===== config.mk =====
export PLATFORM = sky130hd
export DESIGN_NAME = fifo_rd_prefetch
export DESIGN_NICKNAME = d
export VERILOG_FILES = /design/src/rtl/fifo_rd_prefetch.sv
export SDC_FILE = /design/constraint.sdc
export NUM_CORES = 1
export LEC_CHECK = 0
export CAP_MARGIN = 20
export CORE_ASPECT_RATIO = 0.9
export CORE_MARGIN = 2
export CORE_UTILIZATION = 47
export DETAILED_ROUTE_END_ITERATION = 10
export DONT_BUFFER_PORTS = 1
export PLACE_DENSITY = 0.69
export SYNTH_ARGS = -nofsm -noshare
export SYNTH_HDL_FRONTEND = slang
export SYNTH_SLANG_ARGS = --single-unit

===== constraint.sdc =====
create_clock -name clk -period 4.3 [get_ports clk]
set_clock_uncertainty 0.05 [all_clocks]
set_input_delay 0.645 -clock clk [delete_from_list [all_inputs] [get_ports clk]]
set_output_delay 0.645 -clock clk [all_outputs]
set_load 0.03 [all_outputs]

===== src/rtl/fifo_rd_prefetch.sv =====
// Read-side prefetch for an async FIFO: issues RAM reads ahead of the consumer
// and buffers the returning words so dout/dout_valid come straight from registers.
module fifo_rd_prefetch #(
  parameter int unsigned FIFOWIDTH    = 72,
  parameter int unsigned FIFOPTRWIDTH = 4,
  parameter int unsigned RDLAT        = 1,
  localparam int unsigned CNTW        = $clog2(RDLAT + 3)
) (
  input  logic                    clk,
  input  logic                    rst,
  input  logic [FIFOPTRWIDTH:0]   numfilled,
  input  logic [FIFOWIDTH-1:0]    rdata,
  input  logic                    dout_ready,
  output logic                    rstb,
  output logic                    dout_valid,
  output logic [FIFOWIDTH-1:0]    dout,
  output logic [CNTW-1:0]         bufcnt
);

  localparam int unsigned BUFDEPTH = RDLAT + 2;
  localparam int unsigned PTRW     = $clog2(BUFDEPTH);
  localparam int unsigned SUMW     = CNTW + 1;

  logic [RDLAT-1:0]     sr_q, sr_d;
  logic [FIFOWIDTH-1:0] mem_q [BUFDEPTH];
  logic [PTRW-1:0]      head_q, head_d, tail_q, tail_d;
  logic [CNTW-1:0]      cnt_d;
  logic [SUMW-1:0]      inflight;
  logic                 push, pop, valid_d;
  logic [FIFOWIDTH-1:0] dout_d;

  function automatic logic [PTRW-1:0] ptr_inc(input logic [PTRW-1:0] p);
    return (p == PTRW'(BUFDEPTH - 1)) ? '0 : p + PTRW'(1);
  endfunction

  // Reads already issued but not yet returned.
  always_comb begin
    inflight = '0;
    for (int i = 0; i < RDLAT; i++) inflight = inflight + SUMW'(sr_q[i]);
  end

  // Only issue a read when a buffer slot is guaranteed for its return.
  assign rstb = !rst && (numfilled != '0) &&
                ((SUMW'(bufcnt) + inflight) < SUMW'(BUFDEPTH));
  assign push = sr_q[RDLAT-1];
  assign pop  = dout_valid && dout_ready;

  always_comb begin
    sr_d    = RDLAT'({sr_q, rstb});
    head_d  = head_q;
    tail_d  = tail_q;
    cnt_d   = bufcnt;
    valid_d = 1'b0;
    dout_d  = dout;
    if (pop)  head_d = ptr_inc(head_q);
    if (push) tail_d = ptr_inc(tail_q);
    if (push && !pop) cnt_d = bufcnt + CNTW'(1);
    if (!push && pop) cnt_d = bufcnt - CNTW'(1);
    valid_d = (cnt_d != '0);
    // The new head is the word arriving this edge only when it lands in an emptied buffer.
    if (cnt_d != '0) dout_d = (push && (tail_q == head_d)) ? rdata : mem_q[head_d];
  end

  always_ff @(posedge clk or posedge rst) begin
    if (rst) begin
      sr_q       <= '0;
      head_q     <= '0;
      tail_q     <= '0;
      bufcnt     <= '0;
      dout_valid <= 1'b0;
      dout       <= '0;
    end else begin
      sr_q       <= sr_d;
      head_q     <= head_d;
      tail_q     <= tail_d;
      bufcnt     <= cnt_d;
      dout_valid <= valid_d;
      dout       <= dout_d;
    end
  end

  // Data storage needs no reset; validity is carried by the pointers and count.
  always_ff @(posedge clk) begin
    if (push) mem_q[tail_q] <= rdata;
  end

endmodule

==> impl_metrics.json, run 1 <==
{
  "outcome": "complete, no violations",
  "cp.required_ps": 3610,
  "syn_nets": 828,
  "ir_worst_vdd_mv": 0.757,
  "drt-total-wl_microns": 25700,
  "total_power_mw": 12.1,
  "clockBufferDepth": 3,
  "p_sw_share_pct": 38.4,
  "syn2layout_area_growth_pct": 11.7,
  "finalCriticalPeriod_ps": 3230,
  "cts_buffers": 31,
  "timing.hold.ws_ps": 63.0,
  "seq_power_share_pct": 42.8,
  "yosysWarnings": 0,
  "grt_use_total_pct": 18.7,
  "via_per_inst": 5.64,
  "hold_violations": 0,
  "postSynthCellCount": 746,
  "fin_setup_tns_ps": 0,
  "syn-cell-area_sq_um": 12200,
  "final_nets": 829,
  "layout-drive-gt1-share_pct": 26.5,
  "first_pass_iters": 4,
  "routabilityCongestion": 0.779,
  "syn-mean-instance-area_sq_um": 16.4,
  "ctsHoldBuffers": 0,
  "path_class": "reg -> out",
  "clkPwrFrac_pct": 23.1,
  "final_max_slew_viol_count": 0,
  "maxCapViolCount": 0,
  "first_iter_violations": 390,
  "diodes": 0,
  "ios": 156,
  "crit_fanout": 7,
  "synth_cell_types": 37,
  "initial_core_util_pct": 47.3,
  "vias": 6310,
  "dp_hpwl_microns": 14500,
  "setup_viol": 0,
  "final_antenna_net_count": 0,
  "wl_per_cell_microns": 22.9,
  "clk_pin_slew_ps": 60,
  "design.core.area_sq_um": 25900,
  "clk_latency_ps": 540,
  "internal_power_mw": 7.42,
  "hp-class": "in -> async",
  "die_x_microns": 174,
  "max_freq_ghz": 0.310,
  "combPwrFrac_pct": 34.1,
  "grt_pass1_vias": 6861,
  "postCtsSetupBuffers": 0,
  "place_ws_ps": 1470,
  "maxSlewHeadroom_pct": 34.4,
  "crit_path_start_kind": "register",
  "leakagePower_nw": 5.23,
  "die-area_sq_um": 27400,
  "worst_pin_slew_ps": 984,
  "cts_resized": 0,
  "grt_pass1_wl_microns": 39600,
  "rsz0062_at_grt": "no",
  "ff2ff_path_depth": 6,
  "fin_crit_sh_pct": 75.1,
  "root_buffer": "clkbuf_16",
  "io_buffers": 0,
  "cts.htree.levels": 1,
  "crit_arrival_ps": 2540,
  "num_rows": 56,
  "setup.worst_path.end_class": "primary output",
  "synth_seq_cells": 296,
  "die_y_microns": 157,
  "overflow": 0,
  "drc": 0,
  "cts_sinks": 296,
  "seq_area_frac_synth_pct": 69.3,
  "fin_ws_ps": 1070,
  "switchingPower_mw": 4.63,
  "cts_tree": "built",
  "grt_max_degree": 74,
  "power_density_nw_per_um2": 882,
  "antenna_found_initial": 0
}
-- final cells by class --
cell class                      instances  area (sq um)
Inverter                               78           295
Sequential cell                       296          8490
Tap cell                              348           435
Clock buffer                           40           840
Fill cell                            2028         12200
Clock inverter                         17           238
Multi-Input combinational cell        330          3220
Timing Repair Buffer                   10           158
-- registers in the layout, indices dropped and copies added, names as in the netlist --
register and count:
mem_q 216, tail_q 2, dout_valid 1, head_q 2
dout 72, bufcnt 2, push 1
-- worst paths after layout --
kind | from | to | slack [ps]
min in group clk | rdata[16] | mem_q[1][16] | 140
min | rst | bufcnt[1] | 60
max in group asynchronous | rst | dout[32] | 3160
max | bufcnt[0] | rstb | 1070
max reg2reg | dout_valid | dout[18] | 1480
min reg2reg | mem_q[2][48] | dout[48] | 490
-- power by group through the flow --
stage                     registers [mW]  clock network (mW)  logic [mW]
final                               5.16                2.79        4.11
after global routing                5.25                2.97        4.48
after CTS                           5.18                2.84        4.20
after detailed placement            5.22                   0        4.18
after global placement              5.19                   0        3.97
after floorplan                     5.06                   0        3.42
-- critical path, stage by stage, from the launching register on --
cell       delay, ps
dfrtp_1          550
ha_1             290
ha_1             280
a2111oi_2        860
-- kinds of logic (layout without fill, tap and decap cells) --
logic type                 count (synthesis)  in the layout  share of synthesized area [%]
AOI/OAI and AO/OA                         85             85                           9.56
xor gates and xnor gates                   3              3                          0.215
adders and majority gates                  2              2                          0.204
buffers and inverters                    120            145                           4.86
DFF                                      296            296                           69.3
muxes                                    146            146                           12.7
and+or+nand+nor                           94             94                           3.14
-- per-stage QoR --
stage               cell area [sq um]  instances  util [%]
finish                          13700       1119      52.9
global placement                12600       1061      48.6
global route                    13700       1119      52.9
CTS                             13700       1119      52.9
detailed placement              12600       1062      48.7
floorplan                       12200        746         -
-- cells in the final DEF (no fill, tap or decap), types with 4 or more instances in the layout --
| master | instances |
|---|---|
| nand2_1 | 77 |
| buf_12 | 5 |
| edfxtp_1 | 216 |
| clkbuf_16 | 31 |
| o221ai_2 | 70 |
| dfrtp_1 | 80 |
| bufinv_16 | 6 |
| inv_1 | 77 |
| clkbuf_1 | 6 |
| mux2_1 | 6 |
| mux2i_1 | 73 |
| clkinv_2 | 6 |
| mux2_2 | 66 |
| buf_4 | 4 |
-- cells in the mapped netlist --
cell type  instances  area share (%)
and3_1             1           0.051
nand2b_1           2            0.10
a21o_1             3            0.18
nor2_1             5            0.15
nand2_1           77             2.4
a2111oi_0          1           0.072
mux2_1             6            0.55
dfrtp_1           80              16
mux2i_1           73             6.0
o221ai_2          70             8.6
o21ai_1            1           0.041
or4_1              1           0.061
inv_1             78             2.4
o22ai_1            1           0.051
edfxtp_1         216              53
buf_2             16            0.65
clkbuf_1           7            0.21
buf_6             15             1.4
o32a_1             1           0.082
buf_1              1           0.031
o21bai_1           1           0.061
buf_4              3            0.18
and2_1             1           0.051
nand3b_1           3            0.18
a21boi_1           1           0.061
a22o_1             1           0.072
xnor2_1            2            0.14
a311o_1            1           0.082
mux2_2            67             6.2
o21ai_0            1           0.041
xor2_1             1           0.072
o221ai_1           2            0.14
nor2b_1            1           0.051
nand3_1            2           0.082
nor3_1             1           0.041
ha_1               2            0.20
a21bo_2            1           0.082
-- metal layers --
metal | track usage (%) | wire length, microns | up-vias
met5 | 0 | 0 | -
met4 | 4.08 | 416 | 0
met3 | 5.82 | 2080 | 35
met2 | 31.3 | 12600 | 179
met1 | 24.3 | 10600 | 3295
li1 | - | - | 2801
(Power assumes the default switching activity.)
==> run 2, diff against run 1 <==
Settings changed: ABC_AREA set to 1, PLACE_DENSITY 0.69 to 0.67.
Clock period 4.3 ns to 3 ns, I/O delays scaled along.
==> run 2 against run 1 <==
Critical path depth grew 2. Synthesized cell count grew 64%. Sequential power grew 43%. Combinational power grew 55%. Final area grew 8.6%. Sequential share of layout area shrank 4.9 points. Hold slack gained 35 ps. Non-clock buffer count grew 86. Critical path type unchanged. Critical endpoint unchanged. Highest routed layer is now met5.
==> impl_metrics.json, run 2 <==
{
  "syn-mean-instance-area_sq_um": 10.5,
  "hold_depth": 4,
  "hold_violations": 0,
  "synth_fa_ha_area_share_pct": 0.195,
  "drt-total-wl_microns": 30800,
  "fin_crit_sh_pct": 93.1,
  "critPathMaxStageDelay_ps": 650,
  "slowest_stage": "dfrtp_4",
  "first_pass_iters": 8,
  "combPwrFrac_pct": 36.5,
  "setup_viol": 0,
  "first_iter_violations": 803,
  "max_freq_ghz": 0.358,
  "die_y_microns": 161,
  "synthFlopType": "edfxtp_1",
  "final_antenna_net_count": 0,
  "drc": 0,
  "design.core.area_sq_um": 26900,
  "r2r_end": "dout[67]",
  "synth-compound-area-share_pct": 0.156,
  "yosysWarnings": 0,
  "p_sw_share_pct": 43.2,
  "cts_buffers": 31,
  "syn-cell-area_sq_um": 12800,
  "syn2layout_area_growth_pct": 15.8,
  "reg2reg_from": "dout_valid",
  "postSynth.asyncResetShare_pct": 27.0,
  "antenna_found_initial": 2,
  "synth_top_family_by_area": "simple AND/OR/NAND/NOR gates",
  "finalCriticalPeriod_ps": 2790,
  "maxCapViolCount": 0,
  "final_cells": 1647,
  "seq_area_frac_synth_pct": 66.2,
  "layout-drive-gt1-share_pct": 11.5,
  "vias": 8897,
  "synthTopCellsByCount": "nand2_1, nand3_1, edfxtp_1, inv_1, dfrtp_1",
  "clockBufferDepth": 3,
  "top_regs": "mem_q x216, dout x72",
  "clk_pin_slew_ps": 60,
  "grt_pass1_wl_microns": 49500,
  "final_max_slew_viol_count": 0,
  "cp_common_cell": "ha_1",
  "overflow": 0,
  "yosys.area_share.xor_xnor_pct": 0.137,
  "synthSimpleGateAreaFrac_pct": 27.3,
  "leakagePower_nw": 6.22,
  "power_density_nw_per_um2": 1170,
  "cp.required_ps": 2500,
  "syn_nets": 1307,
  "ios": 156,
  "final_nets": 1352,
  "crit_arrival_ps": 2290,
  "synth_edf_count": 216,
  "hold_end": "dout[49]",
  "root_buffer": "clkbuf_16",
  "dp_cells": 1518,
  "regMostFlops": "mem_q",
  "io_buffers": 0,
  "synthTopCellsByArea": "edfxtp_1, dfrtp_1, nand2_1",
  "cts_tree": "built",
  "worst_pin_slew_ps": 743,
  "ff2ff_path_depth": 10,
  "crit_path_start_kind": "register",
  "maxSlewHeadroom_pct": 50.5,
  "final_common_cell": "nand2_1",
  "synth_top_area_share_pct": 50.6,
  "crit_fanout": 28,
  "path_class": "reg -> out",
  "routabilityCongestion": 0.760,
  "die_x_microns": 178,
  "yosysMostFrequentCell": "nand2_1",
  "seq_power_share_pct": 42.5,
  "fill_cells": 2252,
  "outcome": "complete, no violations",
  "switchingPower_mw": 7.51,
  "internal_power_mw": 9.86,
  "layout_common_cells": "nand2_1, nand3_1, edfxtp_1",
  "cts_sinks": 296,
  "ir_worst_vdd_mv": 0.633,
  "grt_use_total_pct": 22.0,
  "clkPwrFrac_pct": 20.9,
  "cp_cell_sequence": "ha_1 > ha_1 > a21oi_1 > nand3_1 > inv_1",
  "num_rows": 57,
  "min_from": "rdata[49]",
  "clk_latency_ps": 550,
  "synth_area_leader_cell": "edfxtp_1",
  "largest_reg_flops": 216,
  "cts.htree.levels": 1,
  "hp-class": "in -> reg",
  "setup.worst_path.end_class": "primary output",
  "postSynthCellCount": 1225,
  "die-area_sq_um": 28600,
  "synth_seq_cells": 296,
  "fin_setup_tns_ps": 0,
  "rsz0062_at_grt": "no",
  "reg2reg_setup_slack_ps": 500,
  "grt_pass1_vias": 9030,
  "initial_core_util_pct": 47.7,
  "dp_hpwl_microns": 17000,
  "via_per_inst": 5.40,
  "synthMuxAreaShare_pct": 0,
  "grt_max_degree": 146,
  "synth_cell_types": 23,
  "wl_per_cell_microns": 18.7
}
-- run 2: metal layers --
layer	wire [microns]	vias up	track usage (%)
li1	-	4239	-
met1	13500	4313	30.4
met2	14400	299	35.8
met3	2350	44	4.71
met4	582	2	5.10
met5	13	-	0
-- run 2: worst max-delay path by stage --
stage,cells after the start,startpoint,slack [ps],to
detailed placement,10,dout_valid,570,dout[23]
global route,5,push,140,rstb
floorplan,4,push,20,mem_q[0][0]
finish,5,push,210,rstb
global placement,10,dout_valid,640,dout[32]
CTS,5,push,160,rstb
-- run 2: worst max-delay path, delay by kind of cell, from the launching register on --
family / cells / cell delay [ps]
and+or+nand+nor: 1 / 110
adders and majority gates: 2 / 530
AOI/OAI and AO/OA: 1 / 190
DFF: 1 / 650
buffers and inverters: 1 / 270
-- run 2: power groups by stage --
stage                     registers [mW]  clock network (mW)  logic [mW]
after floorplan                     7.26                   0        4.85
after global placement              7.45                   0        6.13
after detailed placement            7.47                   0        6.28
after CTS                           7.40                3.71        6.41
after global routing                7.51                3.86        7.28
final                               7.39                3.64        6.35
-- run 2: cell type report --
| class | count | area [sq um] | share of cell area, % |
|---|---|---|---|
| diodes | 1 | 2.50 | 0.0169 |
| clock buffers | 48 | 910 | 6.13 |
| clock inverters | 7 | 56.3 | 0.379 |
| inverters | 84 | 319 | 2.15 |
| multi-input cells | 761 | 3640 | 24.5 |
| flip-flops and latches | 296 | 8490 | 57.2 |
| well taps | 354 | 443 | 2.98 |
| repair buffers | 96 | 978 | 6.59 |
-- run 2: per-stage QoR --
step                      total power [mW]  area [sq um]  setup slack [ps]  hold WS (ps)  utilization [%]
after global placement                13.6         13100               637           491             48.9
after detailed placement              13.7         13100               573           495             48.9
after CTS                             17.5         14800               155          70.3             55.2
after global routing                  18.6         14800               138          97.2             55.2
final                                 17.4         14800               206          98.4             55.2
after floorplan                       12.1         12900              17.6           499                -
-- run 2: cell families after synthesis --
group           count (synthesis)
fa+ha+maj                       2
flops                         296
xor+xnor                        2
compound gates                  3
buf+inv                       168
simple gates                  754
-- run 2: repair_timing --
action | CTS | global route
hold buffers | 73 | 0
endpoints found under the hold margin | 247 | 0
buffers inserted | 0 | 0
resized for setup | 0 | 0
